`config.mk`:
```
export PLATFORM = sky130hd
export DESIGN_NAME = skew_deskew_stream
export DESIGN_NICKNAME = d
export VERILOG_FILES = /design/src/rtl/skew_deskew_stream_pkg.sv /design/src/rtl/skew_delay_line.sv /design/src/rtl/skew_deskew_stream.sv
export SDC_FILE = /design/constraint.sdc
export NUM_CORES = 2
export LEC_CHECK = 0
export CORE_AREA = 2 2 253 504
export DETAILED_ROUTE_END_ITERATION = 10
export DIE_AREA = 0 0 255 506
export MAX_ROUTING_LAYER = met4
export PLACE_DENSITY = 0.82
export SYNTH_ARGS = -nofsm -noshare
export SYNTH_HDL_FRONTEND = slang
export SYNTH_SLANG_ARGS = --single-unit
```
`constraint.sdc`:
```
create_clock -name clk -period 2 [get_ports clk]
set_clock_uncertainty 0.2 [all_clocks]
set_input_delay 0.4 -clock clk [delete_from_list [all_inputs] [get_ports clk]]
set_output_delay 0.4 -clock clk [all_outputs]
set_load 0.02 [all_outputs]
```
`src/rtl/skew_deskew_stream_pkg.sv`:
```
// Shared types and helpers for the triangular skew/deskew stream.
package skew_deskew_stream_pkg;

  typedef enum logic {SKEW = 1'b0, DESKEW = 1'b1} skew_mode_e;

  typedef enum logic [1:0] {IDLE, STREAM, DRAIN} skew_state_e;

  // Select width able to encode 0..n-1, never narrower than one bit.
  function automatic int unsigned sel_w(input int unsigned n);
    return (n > 1) ? $clog2(n) : 1;
  endfunction

endpackage

```
`src/rtl/skew_delay_line.sv`:
```
// Beat-enabled shift chain with a runtime tap; tap 0 passes the input through.
module skew_delay_line
  import skew_deskew_stream_pkg::*;
#(
  parameter int unsigned DATA_W = 32,
  parameter int unsigned DEPTH  = 7
) (
  input  logic                          clk,
  input  logic                          resetn,
  input  logic                          en,
  input  logic [DATA_W-1:0]             din,
  input  logic [sel_w(DEPTH+1)-1:0]     tap,
  output logic [DATA_W-1:0]             dout
);

  localparam int unsigned TAP_W = sel_w(DEPTH + 1);

  if (DEPTH == 0) begin : g_bypass
    assign dout = din;
  end else begin : g_chain
    logic [DATA_W-1:0] chain [DEPTH];

    // chain[i] holds the column shifted in i+1 beats ago
    always_ff @(posedge clk) begin
      if (!resetn) begin
        chain <= '{default: '0};
      end else if (en) begin
        chain[0] <= din;
        for (int i = 1; i < DEPTH; i++) chain[i] <= chain[i-1];
      end
    end

    always_comb begin
      dout = din;
      for (int i = 0; i < DEPTH; i++) begin
        if (tap == TAP_W'(i + 1)) dout = chain[i];
      end
    end
  end

endmodule

```
`src/rtl/skew_deskew_stream.sv`:
```
// Valid/ready triangular row delay: SKEW delays row r by r beats, DESKEW by SA_SIZE-1-r.
module skew_deskew_stream
  import skew_deskew_stream_pkg::*;
#(
  parameter int unsigned SA_SIZE = 8,
  parameter int unsigned DATA_W  = 32
) (
  input  logic                clk,
  input  logic                resetn,
  input  logic                mode,
  input  logic [SA_SIZE-1:0]  row_en,
  input  logic                in_valid,
  output logic                in_ready,
  input  logic [DATA_W-1:0]   in_data [SA_SIZE],
  input  logic                in_last,
  output logic                out_valid,
  input  logic                out_ready,
  output logic [DATA_W-1:0]   out_data [SA_SIZE],
  output logic                out_last,
  output logic                busy
);

  localparam int unsigned DEPTH     = SA_SIZE - 1;
  localparam int unsigned TAP_W     = sel_w(SA_SIZE);
  localparam int unsigned CNT_W     = ($clog2(SA_SIZE) > 3) ? $clog2(SA_SIZE) : 3;
  localparam bit          HAS_DRAIN = (SA_SIZE > 1);

  skew_state_e         state;
  skew_mode_e          mode_q;
  logic [SA_SIZE-1:0]  row_en_q;
  logic [CNT_W-1:0]    cnt;

  logic                adv;
  logic                accept;
  logic                last_adv;
  skew_mode_e          mode_eff;
  logic [SA_SIZE-1:0]  en_eff;
  logic [DATA_W-1:0]   col_in [SA_SIZE];
  logic [DATA_W-1:0]   tapped [SA_SIZE];

  assign in_ready = (state != DRAIN) && (!out_valid || out_ready);
  assign adv      = (!out_valid || out_ready) && ((state == DRAIN) || in_valid);
  assign accept   = in_valid && in_ready;
  assign busy     = (state != IDLE);

  // The first beat of a stream sees the live mode/mask before they are latched
  assign mode_eff = (state == IDLE) ? skew_mode_e'(mode) : mode_q;
  assign en_eff   = (state == IDLE) ? row_en : row_en_q;
  assign last_adv = HAS_DRAIN ? ((state == DRAIN) && (cnt == CNT_W'(1)))
                              : (accept && in_last);

  for (genvar r = 0; r < SA_SIZE; r++) begin : g_row
    logic [TAP_W-1:0] tap;
    assign tap       = (mode_eff == DESKEW) ? TAP_W'(SA_SIZE - 1 - r) : TAP_W'(r);
    assign col_in[r] = (state == DRAIN) ? '0 : in_data[r];

    skew_delay_line #(.DATA_W(DATA_W), .DEPTH(DEPTH)) u_line (
      .clk    (clk),
      .resetn (resetn),
      .en     (adv),
      .din    (col_in[r]),
      .tap    (tap),
      .dout   (tapped[r])
    );

    a_out_stable: assert property (@(posedge clk) disable iff (!resetn)
      (out_valid && !out_ready) |=> $stable(out_data[r]));
  end

  always_ff @(posedge clk) begin
    if (!resetn) begin
      state     <= IDLE;
      mode_q    <= SKEW;
      row_en_q  <= '0;
      cnt       <= '0;
      out_valid <= 1'b0;
      out_last  <= 1'b0;
      out_data  <= '{default: '0};
    end else begin
      if (adv) begin
        out_valid <= 1'b1;
        out_last  <= last_adv;
        for (int r = 0; r < SA_SIZE; r++) out_data[r] <= en_eff[r] ? tapped[r] : '0;
      end else if (out_valid && out_ready) begin
        out_valid <= 1'b0;
        out_last  <= 1'b0;
      end

      case (state)
        IDLE: begin
          if (accept) begin
            mode_q   <= mode_eff;
            row_en_q <= row_en;
            if (!in_last) begin
              state <= STREAM;
            end else if (HAS_DRAIN) begin
              state <= DRAIN;
              cnt   <= CNT_W'(SA_SIZE - 1);
            end
          end
        end
        STREAM: begin
          if (accept && in_last) begin
            if (HAS_DRAIN) begin
              state <= DRAIN;
              cnt   <= CNT_W'(SA_SIZE - 1);
            end else begin
              state <= IDLE;
            end
          end
        end
        DRAIN: begin
          if (adv) begin
            cnt <= cnt - CNT_W'(1);
            if (cnt == CNT_W'(1)) state <= IDLE;
          end
        end
        default: state <= IDLE;
      endcase
    end
  end

  a_drain_no_ready: assert property (@(posedge clk) disable iff (!resetn)
    (state == DRAIN) |-> !in_ready);

  a_valid_hold: assert property (@(posedge clk) disable iff (!resetn)
    (out_valid && !out_ready) |=> out_valid);

endmodule
```
==> metrics.md <==
| Metric | Value |
|---|---|
| RSZ-0062 raised after global routing | true |
| DIE WIDTH | 255 um |
| Area Overhead vs Synth | 23.9% |
| Yosys warnings | 0 |
| Layout cells sized above 1 | 15.5% |
| Netlist Area Pre-Place | 0.0645 mm2 |
| Reg2reg start | state[1] |
| Routability Congestion | 0.861 |
| Hold crit path type | in2reg |
| Reg2reg setup slack | -0.29 ns |
| Slew Limit Fails | 0 |
| Synth top area share | 52.1% |
| DP Wirelength | 110000 um |
| Kind of critical path | reg2reg |
| Largest net degree at the start of global routing | 105 |
| GRT overflow | 0 |
| Worst R2R End | g_row[5].u_line.g_chain.chain[77] |
| Dominant synthesized flop cell | dfxtp_1 |
| Worst-path maximum fanout | 8 |
| Hold EP | g_row[4].u_line.g_chain.chain[206] |
| Placed insts | 9203 |
| Post-route ant nets | 0 |
| CP Launch Type | flop |
| First-pass GRT wire length | 267000 um |
| Vias in the first global route | 51300 |
| Synth Instances | 7235 |
| Pre-Repair DR Iteration Count | 6 |
| Min cycle time layout | 2.29 ns |
| Fin. Hold Viols | 0 |
| H-tree lvl count | 4 |
| Lkg Pwr | 29.0 nW |
| Sequential fraction of the synthesis area | 52.1% |
| CTS tree | built |
| Data required, critical path | 2.49 ns |
| Initial Utilization | 51.4% |
| Max VDD drop | 0.000896 V |
| Total die area | 0.129 mm2 |
| Synth Area per Inst | 8.92 um2 |
| Synth top area cells | dfxtp_1 (52%), nand2_1 (13%), a21boi_0 (9.5%), a21boi_1 (4.0%), mux2i_1 (3.1%) |
| Initial antenna violation count | 27 |
| Slew @ Worst Pin | 0.758 ns |
| Rows | 184 |
| TritonCTS buffer count | 143 |
| Post-Syn Nets | 7507 |
| Post-placement cell area | 0.0733 mm2 |
| Most common cell in the synthesized netlist | nand2_1 |
| Clock buffer depth | 3 |
| Outcome | finished with violations |
| Slew headroom | 49.5% |
| Area leader, netlist | dfxtp_1 |
| Critical path capture point type | flop |
| CP arrival | 2.78 ns |
| Clock slew at reported path FFs | 0.07 ns |
| Min-delay src | in_data[110] |
| Clk_lat worst skew | 0.77 ns |
| Synth top cells by count | nand2_1 (2306), dfxtp_1 (1680), a21boi_0 (813) |
| Worst setup margin | -0.292 ns |
| Routed wire per std cell | 18.5 um |
| IO Count | 530 |
| Die Y | 506 um |
| Drt drc | 0 |
| Tcrit/Tclk final | 115% |
| Register bit total from synthesis | 1680 |
| Final WL | 177000 um |
| Path depth of the worst reg2reg path | 11 |
| Post-route cell area | 0.0799 mm2 |
| Core ar. | 0.125 mm2 |
| EDFF count, synth | 0 |
| Post-DR vias/cell | 5.54 |
| Setup-failing EPs final | 1481 |
| Min-Delay Path Depth | 3 |
| Failing checks | setup timing |
| FMAX | 436 MHz |
| Synth async-reset ratio | 0% |
| Synth unique cells | 33 |
| Max cap viols | 0 |
| Root Driver | clkbuf_16 |
| Clock sink total | 1680 |
| Pwr Density | 912 mW/mm2 |
| Final cell count without fillers | 9596 |
| Via count | 53200 |
| # nets final | 8050 |
| Global Route Usage Sum | 26.4% |
| Initial drt markers | 3978 |
| Buffers on Ports | 529 |
## sequential cells by signal (all words and copies together) (netlist names)
signal,count
mode_q,1
out_data,256
g_row.u_line.g_chain.chain,1408
cnt,3
out_valid,1
row_en_q,8
out_last,1
state,2
## worst max path at each step
stage	from	end	cells past startpoint
2_1_floorplan	out_valid	out_data[245]	9
3_3_place_gp	out_ready	out_data[66]	8
3_5_place_dp	out_ready	out_data[68]	8
4_1_cts	state[1]	in_ready	4
5_1_grt	state[1]	g_row[5].u_line.g_chain.chain[77]	11
6_report	state[1]	g_row[5].u_line.g_chain.chain[77]	11
## worst max-delay path, cell delays in order, from the launching register on
cell and delay [ns]:
dfxtp_4 0.37, nor2b_4 0.14, buf_6 0.12, buf_6 0.11, o21ai_4 0.15, buf_12 0.17, buf_16 0.17, buf_12 0.18
clkbuf_16 0.19, clkbuf_16 0.16, nand2_1 0.06, a21boi_1 0.15
## per-stage QoR
stage	util, %	power, mW	setup TNS [ns]	worst slack, ns	hold slack, ns
after floorplan	-	39.7	0	0.000131	0.231
after global placement	58.5	42.8	-675.39	-0.552	0.233
after detailed placement	58.5	42.9	-707.82	-0.599	0.241
after CTS	62.6	72.6	-139.90	-0.275	0.00931
after global routing	63.7	75.1	-270.67	-0.349	0.0471
final	63.7	72.9	-175.57	-0.292	0.0706
## where the power goes
part | total (mW) | switching [mW] | internal (mW)
clock | 29.2 | 13.1 | 16.1
sequential | 34.7 | 0.509 | 34.2
combinational | 9.05 | 4.83 | 4.21
total | 72.9 | 18.5 | 54.5
## layout make-up
| cell class | count | area (um2) |
|---|---|---|
| Antenna cell | 27 | 67.6 |
| Clock buffer | 193 | 4050 |
| Clock inverter | 69 | 917 |
| Fill cell | 9389 | 45500 |
| Inverter | 4 | 15.0 |
| Multi-Input combinational cell | 4937 | 28400 |
| Sequential cell | 1680 | 33700 |
| Tap cell | 1674 | 2090 |
| Timing Repair Buffer | 1012 | 10700 |
## cells in the final DEF, fill, tap and decap left out, types with 11 or more instances in the layout
master / netlist / final
a222oi_1: 63 / 63
mux2_2: 135 / 135
buf_2: 165 / 230
dfxtp_2: 0 / 11
nand2_1: 2306 / 2295
nand3_1: 268 / 263
o21ai_1: 37 / 86
mux2i_4: 0 / 11
buf_12: 0 / 118
clkbuf_16: 0 / 166
clkbuf_8: 0 / 24
clkdlybuf4s50_1: 0 / 267
clkinvlp_4: 0 / 12
clkinv_2: 0 / 24
mux2i_1: 202 / 179
buf_16: 0 / 36
mux2i_2: 0 / 12
a21boi_2: 0 / 23
diode_2: 0 / 27
a21boi_1: 341 / 414
nor2b_1: 270 / 267
dfxtp_1: 1680 / 1666
buf_6: 14 / 50
bufinv_16: 0 / 12
clkbuf_1: 319 / 24
o21ai_0: 223 / 168
a22oi_1: 256 / 237
a22oi_2: 0 / 19
a21boi_0: 813 / 717
buf_8: 0 / 18
buf_4: 88 / 265
## per-layer routing
metal | vias up | track usage (%) | routed length (um)
li1 | 25300 | - | -
met2 | 1703 | 44.9 | 89400
met4 | 0 | 14.6 | 9050
met5 | - | - | 0
met3 | 472 | 5.23 | 11700
met1 | 25700 | 28.7 | 67200
## timing repair
action                                  4_1_cts  5_1_grt
setup buffers                                34       28
hold buffers                                  1        0
endpoints found under the setup margin     1359     1671
gates resized for setup                    1297      237
pin swaps                                    25       61
gates cloned                                 22       25
hold endpoints to repair                    109        0
## logic make-up after synthesis
kind of cell	count (synthesis)	synth area share [%]
and+or+nand+nor	2855	18.2
muxes	337	5.49
AOI/OAI and AO/OA	1743	19.5
DFF	1680	52.1
adders and majority gates	2	0.0388
buffers and inverters	618	4.59
No activity file was read; power rests on OpenSTA's default activity.
